## src/rtl/spi_initiator_multi.sv

```systemverilog
// SPI initiator: serialises DATA_W-bit words with runtime CPOL/CPHA, bit order and
// SCK divider, driving one of NUM_SS active-low selects with optional held-select bursts.
module spi_initiator_multi #(
  parameter int DATA_W = 8,
  parameter int NUM_SS = 4,
  parameter int DIV_W  = 8,
  localparam int SEL_W = (NUM_SS > 1) ? $clog2(NUM_SS) : 1
) (
  input  logic              clk,
  input  logic              rst_n,
  input  logic              cfg_cpol,
  input  logic              cfg_cpha,
  input  logic              cfg_lsb_first,
  input  logic [DIV_W-1:0]  cfg_div,
  input  logic              tx_valid,
  output logic              tx_ready,
  input  logic [DATA_W-1:0] tx_data,
  input  logic [SEL_W-1:0]  tx_sel,
  input  logic              tx_last,
  output logic              rx_valid,
  output logic [DATA_W-1:0] rx_data,
  output logic              busy,
  output logic              sck,
  output logic [NUM_SS-1:0] ss_n,
  output logic              mosi,
  input  logic              miso
);

  localparam int TC_W = $clog2(2 * DATA_W + 1);
  localparam logic [TC_W-1:0] TC_END  = TC_W'(2 * DATA_W);
  localparam logic [TC_W-1:0] TC_PENU = TC_W'(2 * DATA_W - 1);

  typedef enum logic [2:0] {S_IDLE, S_LEAD, S_XFER, S_HOLD, S_TRAIL, S_GAP} state_t;

  state_t            state, state_nx;
  logic [DIV_W-1:0]  cnt, div_q;
  logic [TC_W-1:0]   tcnt;
  logic [DATA_W-1:0] tx_sh, rx_sh;
  logic              cpha_q, lsb_q, last_q;
  logic              accept, tick, xfer_done, xfer_exit, toggle, leading, sample;
  logic              acc_cpha, acc_lsb;

  function automatic logic out_bit(input logic [DATA_W-1:0] w, input logic lsb);
    return lsb ? w[0] : w[DATA_W-1];
  endfunction

  function automatic logic [DATA_W-1:0] shift_w(input logic [DATA_W-1:0] w, input logic lsb);
    return lsb ? (w >> 1) : (w << 1);
  endfunction

  assign accept    = tx_valid && tx_ready;
  assign tick      = (cnt == '0);
  assign xfer_done = (tcnt == TC_END);
  assign xfer_exit = (state == S_XFER) && xfer_done;
  // The first SCK toggle is issued on the LEAD exit so it lands exactly H after select.
  assign toggle    = tick && ((state == S_LEAD) || ((state == S_XFER) && !xfer_done));
  assign leading   = ~tcnt[0];
  assign sample    = leading ^ cpha_q;
  assign acc_cpha  = (state == S_IDLE) ? cfg_cpha : cpha_q;
  assign acc_lsb   = (state == S_IDLE) ? cfg_lsb_first : lsb_q;
  assign busy      = (state != S_IDLE);

  always_ff @(posedge clk or negedge rst_n) begin
    if (!rst_n) state <= S_IDLE;
    else        state <= state_nx;
  end

  always_comb begin
    state_nx = state;
    unique case (state)
      S_IDLE:  if (accept) state_nx = S_LEAD;
      S_LEAD:  if (tick) state_nx = S_XFER;
      S_XFER:  if (xfer_done) state_nx = last_q ? S_TRAIL : S_HOLD;
      S_HOLD:  if (accept) state_nx = S_LEAD;
      S_TRAIL: if (tick) state_nx = S_GAP;
      S_GAP:   if (tick) state_nx = S_IDLE;
      default: state_nx = S_IDLE;
    endcase
  end

  always_ff @(posedge clk or negedge rst_n) begin
    if (!rst_n) begin
      sck      <= 1'b0;
      ss_n     <= '1;
      mosi     <= 1'b0;
      tx_ready <= 1'b0;
      rx_valid <= 1'b0;
      rx_data  <= '0;
      cnt      <= '0;
      div_q    <= '0;
      tcnt     <= '0;
      tx_sh    <= '0;
      rx_sh    <= '0;
      cpha_q   <= 1'b0;
      lsb_q    <= 1'b0;
      last_q   <= 1'b0;
    end else begin
      rx_valid <= 1'b0;
      tx_ready <= (state_nx == S_IDLE) || (state_nx == S_HOLD);
      if (state == S_IDLE) sck <= cfg_cpol;

      if (accept) begin
        last_q <= tx_last;
        tcnt   <= '0;
        if (state == S_IDLE) begin
          cpha_q <= cfg_cpha;
          lsb_q  <= cfg_lsb_first;
          div_q  <= cfg_div;
          cnt    <= cfg_div;
          for (int unsigned i = 0; i < NUM_SS; i++) ss_n[i] <= (32'(tx_sel) != i);
        end else begin
          cnt <= div_q;
        end
        if (!acc_cpha) begin
          mosi  <= out_bit(tx_data, acc_lsb);
          tx_sh <= shift_w(tx_data, acc_lsb);
        end else begin
          tx_sh <= tx_data;
        end
      end else if (state != S_IDLE && state != S_HOLD) begin
        cnt <= (tick || xfer_exit) ? div_q : cnt - 1'b1;
      end

      if (toggle) begin
        sck  <= ~sck;
        tcnt <= tcnt + 1'b1;
        if (sample) begin
          rx_sh <= lsb_q ? {miso, rx_sh[DATA_W-1:1]} : {rx_sh[DATA_W-2:0], miso};
        end else if (cpha_q || tcnt != TC_PENU) begin
          mosi  <= out_bit(tx_sh, lsb_q);
          tx_sh <= shift_w(tx_sh, lsb_q);
        end
      end

      if (xfer_exit) begin
        rx_valid <= 1'b1;
        rx_data  <= rx_sh;
      end

      if (state == S_TRAIL && tick) ss_n <= '1;
    end
  end

endmodule

```

## config.mk

```make
export PLATFORM = sky130hd
export DESIGN_NAME = spi_initiator_multi
export DESIGN_NICKNAME = d
export VERILOG_FILES = /design/src/rtl/spi_initiator_multi.sv
export SDC_FILE = /design/constraint.sdc
export NUM_CORES = 1
export LEC_CHECK = 0
export CORE_ASPECT_RATIO = 0.9
export CORE_MARGIN = 1
export CORE_UTILIZATION = 48
export CTS_CLUSTER_SIZE = 30
export DETAILED_ROUTE_END_ITERATION = 7
export MAX_ROUTING_LAYER = met4
export PLACE_DENSITY_LB_ADDON = 0.08
export SLEW_MARGIN = 30
export SYNTH_ARGS = -nofsm -noshare
export SYNTH_HDL_FRONTEND = slang
export SYNTH_SLANG_ARGS = --single-unit
```

## constraint.sdc

```tcl
create_clock -name clk -period 3.25 [get_ports clk]
set_input_delay 0.325 -clock clk [delete_from_list [all_inputs] [get_ports clk]]
set_output_delay 0.325 -clock clk [all_outputs]
set_load 0.02 [all_outputs]
```

==> Word level (Yosys, flattened, before mapping) <==
Cells that the tools add are included.
W data, S select, Z words.
{ "totals": {"in_bits": 26, "word_cells": 92, "reg_bits": 59} }
{ "op_classes": {"addsub": 2, "muxes": 36, "n_reduce_logical": 24, "bitwise_logic": 3, "n_eq_ne": 12} }
{ "op_table": {"columns": ["operator", "count"], "rows": [
  ["$mux W8", 12],
  ["$mux W3", 6],
  ["$pmux W3 S5", 1],
  ["$mux W1", 12],
  ["$mux W4", 3],
  ["$reduce_bool A2 Y1", 6],
  ["$mux W5", 2],
  ["$eq A3 B2 Y1 const B", 3],
  ["$logic_not A8 Y1", 1],
  ["$sub A8 B1 Y8 const B", 1],
  ["$eq A3 B3 Y1 const B", 2],
  ["$logic_and A1 B1 Y1", 6],
  ["$logic_not A3 Y1", 2],
  ["$add A5 B1 Y5 const B", 1],
  ["$eq A5 B5 Y1 const B", 1],
  ["$ne A5 B4 Y1 const B", 1],
  ["$logic_or A1 B1 Y1", 4],
  ["$ne A2 B2 Y1 const B", 2],
  ["$reduce_and A2 Y1", 2],
  ["$eq A3 B1 Y1 const B", 1],
  ["$ne A3 B2 Y1 const B", 1],
  ["$reduce_bool A3 Y1", 1],
  ["$ne A2 B1 Y1 const B", 1],
  ["$not A1 Y1", 2],
  ["other kinds (3)", 3]
]} }

==> Longest topological paths before layout <==
Gate-level depths: netlist of the first run.
{ "logic_depth": {"word_depth": 8, "depth_mapped": 9} }

==> Least setup slack after synthesis of the first run <==
OpenSTA, ideal clock, no wires.
{ "synth_path": {"path_kind": "register -> register", "startpoint": "reg cnt[0]", "endpoint": "reg rx_sh[7]", "arrival_time_ps": 2178, "slack_ps": 953, "stages_incl_launch_ff": 10, "synth_period_minus_slack_ps": 2297, "n_path_buf": 2, "cell_sequence": "dfrtp_1 -> inv_1 -> ha_1 -> or3b_2 -> or3_4 -> or3_1 -> buf_6 -> buf_6 -> nand2_1 -> o21ai_2"} }
{ "synth_via": {"elab_chain_len": 3} }
{ "synth_rtl": {"columns": ["item", "line_no", "text"], "rows": [
  ["start, declared", "36", "logic [DIV_W-1:0] cnt, div_q;"],
  ["start signal, assigned", "109", "cnt <= cfg_div;"],
  ["start signal, assigned", "112", "cnt <= div_q;"],
  ["start signal, assigned", "121", "cnt <= (tick || xfer_exit) ? div_q : cnt - 1'b1;"],
  ["$logic_not A8 Y1", "52", "assign tick = (cnt == '0);"],
  ["$logic_and A1 B1 Y1", "56", "assign toggle = tick && ((state == S_LEAD) || ((state == S_XFER) && !xfer_done));"],
  ["$reduce_and A2 Y1 (no source line)", null, null],
  ["end signal, assigned", "128", "rx_sh <= lsb_q ? {miso, rx_sh[DATA_W-1:1]} : {rx_sh[DATA_W-2:0], miso};"],
  ["end, declared", "38", "logic [DATA_W-1:0] tx_sh, rx_sh;"]
]} }
Every way passes these cells.
A chain may end at the register's enable or synchronous reset.

==> Worst setup path in the final report of the first run <==
{ "layout_path": {"startpoint": "reg cnt[0]", "endpoint": "reg tx_sh[7]"} }
{ "layout_via": {"elab_chain_len": 3} }
{ "layout_rtl": {"columns": ["item", "line_no", "text"], "rows": [
  ["$logic_not A8 Y1", "52", null],
  ["$logic_and A1 B1 Y1", "56", null],
  ["$mux W8", "124", "if (toggle) begin"],
  ["end signal, assigned", "116", "tx_sh <= shift_w(tx_data, acc_lsb);"],
  ["end signal, assigned", "118", "tx_sh <= tx_data;"],
  ["end signal, assigned", "131", "tx_sh <= shift_w(tx_sh, lsb_q);"],
  ["end, declared", "38", null]
]} }
Every way passes these cells.

==> metrics, run 1 <==
commonest non-fill, non-tap cell in the layout=nand2_1; CTS Buf Count=9; initial detailed-routing violation count=142; CTS tree=built; Area growth syn-to-layout=20.5%; commonest cells after routing, fill and taps aside=nand2_1 (75), dfrtp_1 (55), clkdlybuf4s50_1 (41); unrepaired setup endpoints after global routing=false; syn avg cell area=9.36 um2; io pins=43; adder-cell share of the synthesized area=0.0187; Post-Syn Area=3350 um2; Yosys reg bits=59; delay-heaviest family, CP=simple AND/OR/NAND/NOR gates; Post-CTS Setup Bufs=0; post-synth top area share=0.411; vias in the first global route=2,773; Placed Area=3840 um2; Worst EP required=3480 ps; core box area=6660 um2; starting density of the core=0.503; first-pass iteration count of the detailed router=4; GP Congestion=0.843; worst-path fanout max=18; Slowest-stage cell, CP=nor3_4; PortBufs=42; Tot GR Track Use=0.236; crit path launch type=flop; Pwr per Cell Area=753 nW/um2; f_max=398 MHz; max-slew violations=0; Net count, final=434; worst vdd ir=0.397 mV; clock root cell=clkbuf_8; Final Cycle Share=0.773; DRT Wirelength=7590 um; Highest Signal Layer=met4; clock-pin slew on the worst setup and hold paths=70 ps; initial antenna violation count=0; routed via count=2,813; Post-CTS Hold Buffers=0; critical path class=flop to flop; Max Cap Viol=0; first-pass GRT wire length=13,200 um; largest net degree at the start of global routing=32; post-route cell area=4040 um2; Syn Inst Count=358; EDFF count, synth=0; ys async rst share=1.00; final hold violations=0; Die Wd=90.1 um; Final Skew=9.37 ps; Worst-Skew Late Latency=340 ps; Num Clock Sinks=59; Seq/Total Area, Yosys=0.442; Bufs and invs on worst path=1; Static Leak=1.70 nW; Hold WC Path Type=primary input to asynchronous set/reset pin; cells along the critical path=inv_1 > ha_1 > or3b_2 > or3_4 > nor3_4 > a211oi_1 > a31o_2; Max Root-Sink Buffers=2; post-CTS sizing=0; Compound-Gate Fraction of Synth Area=0.163; post-layout min period=2510 ps; Worst EP arrival=2740 ps; die height=81.3 um; DRC viols=0; Least-Margin Pin Slew=854 ps; Final HPWL DP=5220 um; Post-DRT Antenna Nets=0; Congestion Overflow GR=0; met2 wire length=3610 um; Die Area=7320 um2; YS warnings=0; wire length on met1=3460 um; Synth Area in XOR/XNOR=0.00523; Site Rows=28; leading register cell type out of synthesis=dfrtp_1; syn_nets=389; Simple-Gate Fraction of Synth Area=0.205; Slew HR=0.426; antenna cells=0; Place WS=744 ps; routed vias/inst=5.65; largest family of logic cells by synthesized area=simple AND/OR/NAND/NOR gates; Crit. End Element=flop; fraction of layout cells with a size suffix above 1=0.152; mux share of post-synthesis cell area=0.119; Netlist cell types=59; final setup violation count=0; metal3 WL=458 um; H-tree depth=3; final worst setup slack=738 ps; average routed wire per standard cell=15.2 um; largest cells by area after synthesis=dfrtp_1 (41%), nand2_1 (8.4%), mux2i_1 (7.2%); status=finished, final reports clean; slowest cell delay on critical path=550 ps; setup TNS=0 ps; Yosys top cell by area=dfrtp_1
## cells by family after synthesis
family | count (synthesis)
compound gates | 82
flops | 59
xor+xnor | 2
mux | 38
simple gates | 141
buf+inv | 31
fa+ha+maj | 5
## area by class of cell
cell class / instances / area, um2
clock buffers: 9 / 124
inverters: 13 / 48.8
multi-input cells: 268 / 1710
fillers: 598 / 2620
clock inverters: 7 / 68.8
flip-flops and latches: 59 / 1480
repair buffers: 52 / 490
well taps: 90 / 113
## cells in the mapped netlist (all sizes together) (4+ instances only)
master and instances:
o21ai 30, a21oi 13, dfrtp 55, buf 6
clkbuf 11, dfstp 4, nor3b 4, mux2i 24
nand3 10, inv 12, or3 4, ha 5
nor2 21, o31a 9, nand2 75, mux2 14
nor3 4
## layer usage
layer | track usage | vias up
met3 | 0.0665 | 7
met5 | - | -
li1 | - | 1366
met4 | 0.0694 | 0
met1 | 0.283 | 1348
met2 | 0.391 | 92
## final timing paths
kind,from,endpoint,slack (ps),depth (start not counted)
worst max-delay path,cnt[0],tx_sh[7],740,7
worst max register to register,cnt[0],tx_sh[7],740,7
worst min register to register,rx_data[4],rx_data[4],480,2
min in group clk,rx_data[4],rx_data[4],480,2
max in group asynchronous,rst_n,ss_n[0],2480,2
worst min-delay path,rst_n,tx_sh[4],20,1
## sequential cells by signal (all words and copies together), names as in the netlist
register	cells
rx_data	8
div_q	8
cpha_q	1
mosi	1
ss_n	4
state	3
rx_valid	1
rx_sh	8
sck	1
tx_sh	8
last_q	1
tcnt	5
cnt	8
tx_ready	1
lsb_q	1
## through the flow
step                      hold slack [ps]   util  power, W  instances
after floorplan                      29.4      -   0.00202        358
after global placement                417  0.577   0.00237        482
after detailed placement              417  0.577   0.00239        482
after CTS                            43.5  0.606   0.00306        498
after global routing                 79.7  0.606   0.00326        498
final                                18.8  0.606   0.00304        498
## where the power goes
group          switching, W  internal (W)  leakage (nW)
sequential         0.000207      0.000945         0.734
clock              0.000307      0.000351        0.0950
combinational      0.000637      0.000592         0.875
total               0.00115       0.00189          1.70
Note: power is estimated with default switching activity, not from simulation.
==> run 2: changes to the inputs <==
==> constraint.sdc (replaced) <==
create_clock -name clk -period 2.2 [get_ports clk]
set_input_delay 0.22 -clock clk [delete_from_list [all_inputs] [get_ports clk]]
set_output_delay 0.22 -clock clk [all_outputs]
set_load 0.02 [all_outputs]
==> metrics, run 2 (synthesis results as in run 1) <==
post-layout min period=2140 ps (-371 ps); worst reg-to-reg path cell count=8 (+1); Post-DRT Antenna Nets=0 (unchanged); Worst EP required=2440 ps (-1040 ps); first-pass GRT wire length=13,600 um (+3.0%); Static Leak=1.86 nW (+9.2%); Pwr per Cell Area=1130 nW/um2 (+50%); status=finished, final reports clean; max-slew violations=0 (unchanged); Final Skew=9.70 ps (+0.332 ps); met2 wire length=3870 um (+7.2%); FF-to-FF setup slack=60 ps (-680 ps); core box area=6660 um2 (unchanged); CTS tree=built; die height=81.3 um (unchanged); vias in the first global route=2,894 (+4.4%); Die Wd=90.1 um (unchanged); worst hold slack=427 ps (+408 ps); H-tree depth=3 (unchanged); f_max=467 MHz (+17%); commonest cells after routing, fill and taps aside=nand2_1 (75), dfrtp_1 (54), clkdlybuf4s50_1 (41); CTS Buf Count=9 (unchanged); largest net degree at the start of global routing=31 (-3.1%); Congestion Overflow GR=0 (unchanged); Worst-Skew Late Latency=340 ps (about the same); Highest Signal Layer=met4; Final Cycle Share=0.973 (+0.200); Slew HR=0.714 (+0.289); PortBufs=42 (unchanged); r2r endpoint=rx_sh[0]; initial detailed-routing violation count=142 (unchanged); Area growth syn-to-layout=29.3%; Num Clock Sinks=59 (unchanged); Tot GR Track Use=0.246 (+0.00998); post-layout instance count excluding filler cells=526 (+5.6%); initial antenna violation count=0 (unchanged); crit path launch type=flop; RR Startpoint=cnt[1]; Worst EP arrival=2380 ps (-360 ps); Site Rows=28 (unchanged); Least-Margin Pin Slew=429 ps (-425 ps); commonest non-fill, non-tap cell in the layout=nand2_1; final setup violation count=0 (unchanged); Layout Utilization=0.651 (+0.0444); critical path class=flop to flop; DRC viols=0 (unchanged); antenna cells=0 (unchanged); CP Launch Point=cnt[1]; fill count=560 (-6.4%); Max Cap Viol=0 (unchanged); Die Area=7320 um2 (unchanged); Hold WC Path Type=primary input to asynchronous set/reset pin; GP Congestion=0.889 (+5.4%); clock root cell=clkbuf_8; final hold violations=0 (unchanged); worst vdd ir=0.566 mV (+43%); fraction of layout cells with a size suffix above 1=0.218 (+0.0659); Crit. End Element=flop; routed via count=2,893 (+2.8%); average routed wire per standard cell=15.1 um (-0.84%); DRT Wirelength=7950 um (+4.7%); starting density of the core=0.503 (unchanged); clock-pin slew on the worst setup and hold paths=70 ps (about the same); Final HPWL DP=5470 um (+4.8%); Net count, final=462 (+6.5%); Max Root-Sink Buffers=2 (unchanged); Placed Cells=506 (+5.0%); worst-path fanout max=8 (-10); routed vias/inst=5.50 (-2.6%); io pins=43 (unchanged); metal3 WL=411 um (-10%); wire length on met1=3590 um (+3.8%); first-pass iteration count of the detailed router=4 (unchanged)
run 2: changes by cell type in the layout (fill, tap and decap cells not counted), moves of 2 or more:
cell,delta
buf_4,+23
buf_6,+3
inv_1,-2
inv_2,+2
run 2: worst max-delay path by stage:
stage	slack, ps	cells after the start	to
3_3_place_gp	30	7	tcnt[3]
6_report	60	8	rx_sh[0]
5_1_grt	-0.9	8	tcnt[3]
3_5_place_dp	-20	7	tcnt[3]
2_1_floorplan	10	9	rx_sh[7]
4_1_cts	10	8	rx_sh[2]
run 2: critical path, cell delays in order, from the launching register on:
cell,delay (ps)
dfrtp_1,380
inv_1,110
ha_4,140
or3b_4,370
or3_4,370
or3_4,360
buf_4,180
nand2_1,60
o21ai_1,50
run 2: report_power, final:
| part | internal (W) | leakage, nW | switching, W |
|---|---|---|---|
| clock network | 0.000633 | 0.101 | 0.000460 |
| registers | 0.00140 | 0.732 | 0.000254 |
| logic | 0.00109 | 1.03 | 0.00107 |
run 2: stage by stage:
stage	worst slack [ps]	setup TNS [ps]	power [W]	area, um2
floorplan	10.5	0	0.00299	3350
global placement	28.1	0	0.00369	4040
detailed placement	-18.4	-23.9	0.00374	4040
CTS	10.1	0	0.00487	4270
global route	-0.938	-0.938	0.00523	4330
finish	59.4	0	0.00490	4330
run 2: layout make-up:
class / instances / area (um2) / share of cell area
sequential: 59 / 1480 / 0.342
clock buffer: 9 / 124 / 0.0286
inverter: 13 / 48.8 / 0.0113
multi-input combinational: 268 / 1740 / 0.403
tap: 90 / 113 / 0.0260
clock inverter: 7 / 92.6 / 0.0214
timing repair buffer: 80 / 727 / 0.168
run 2: routing by layer:
metal,global-route usage,vias up
li1,-,1424
met1,0.291,1385
met2,0.412,75
met3,0.0749,9
met4,0.0645,0
met5,-,-
run 2: timing repair:
action / 4_1_cts / 5_1_grt
cloned: 0 / 1
buffers inserted: 0 / 2
setup endpoints to repair: 4 / 20
pin swaps: 0 / 5
hold endpoints to repair: 55 / 0
resized for setup: 3 / 11
hold buffers: 1 / 0
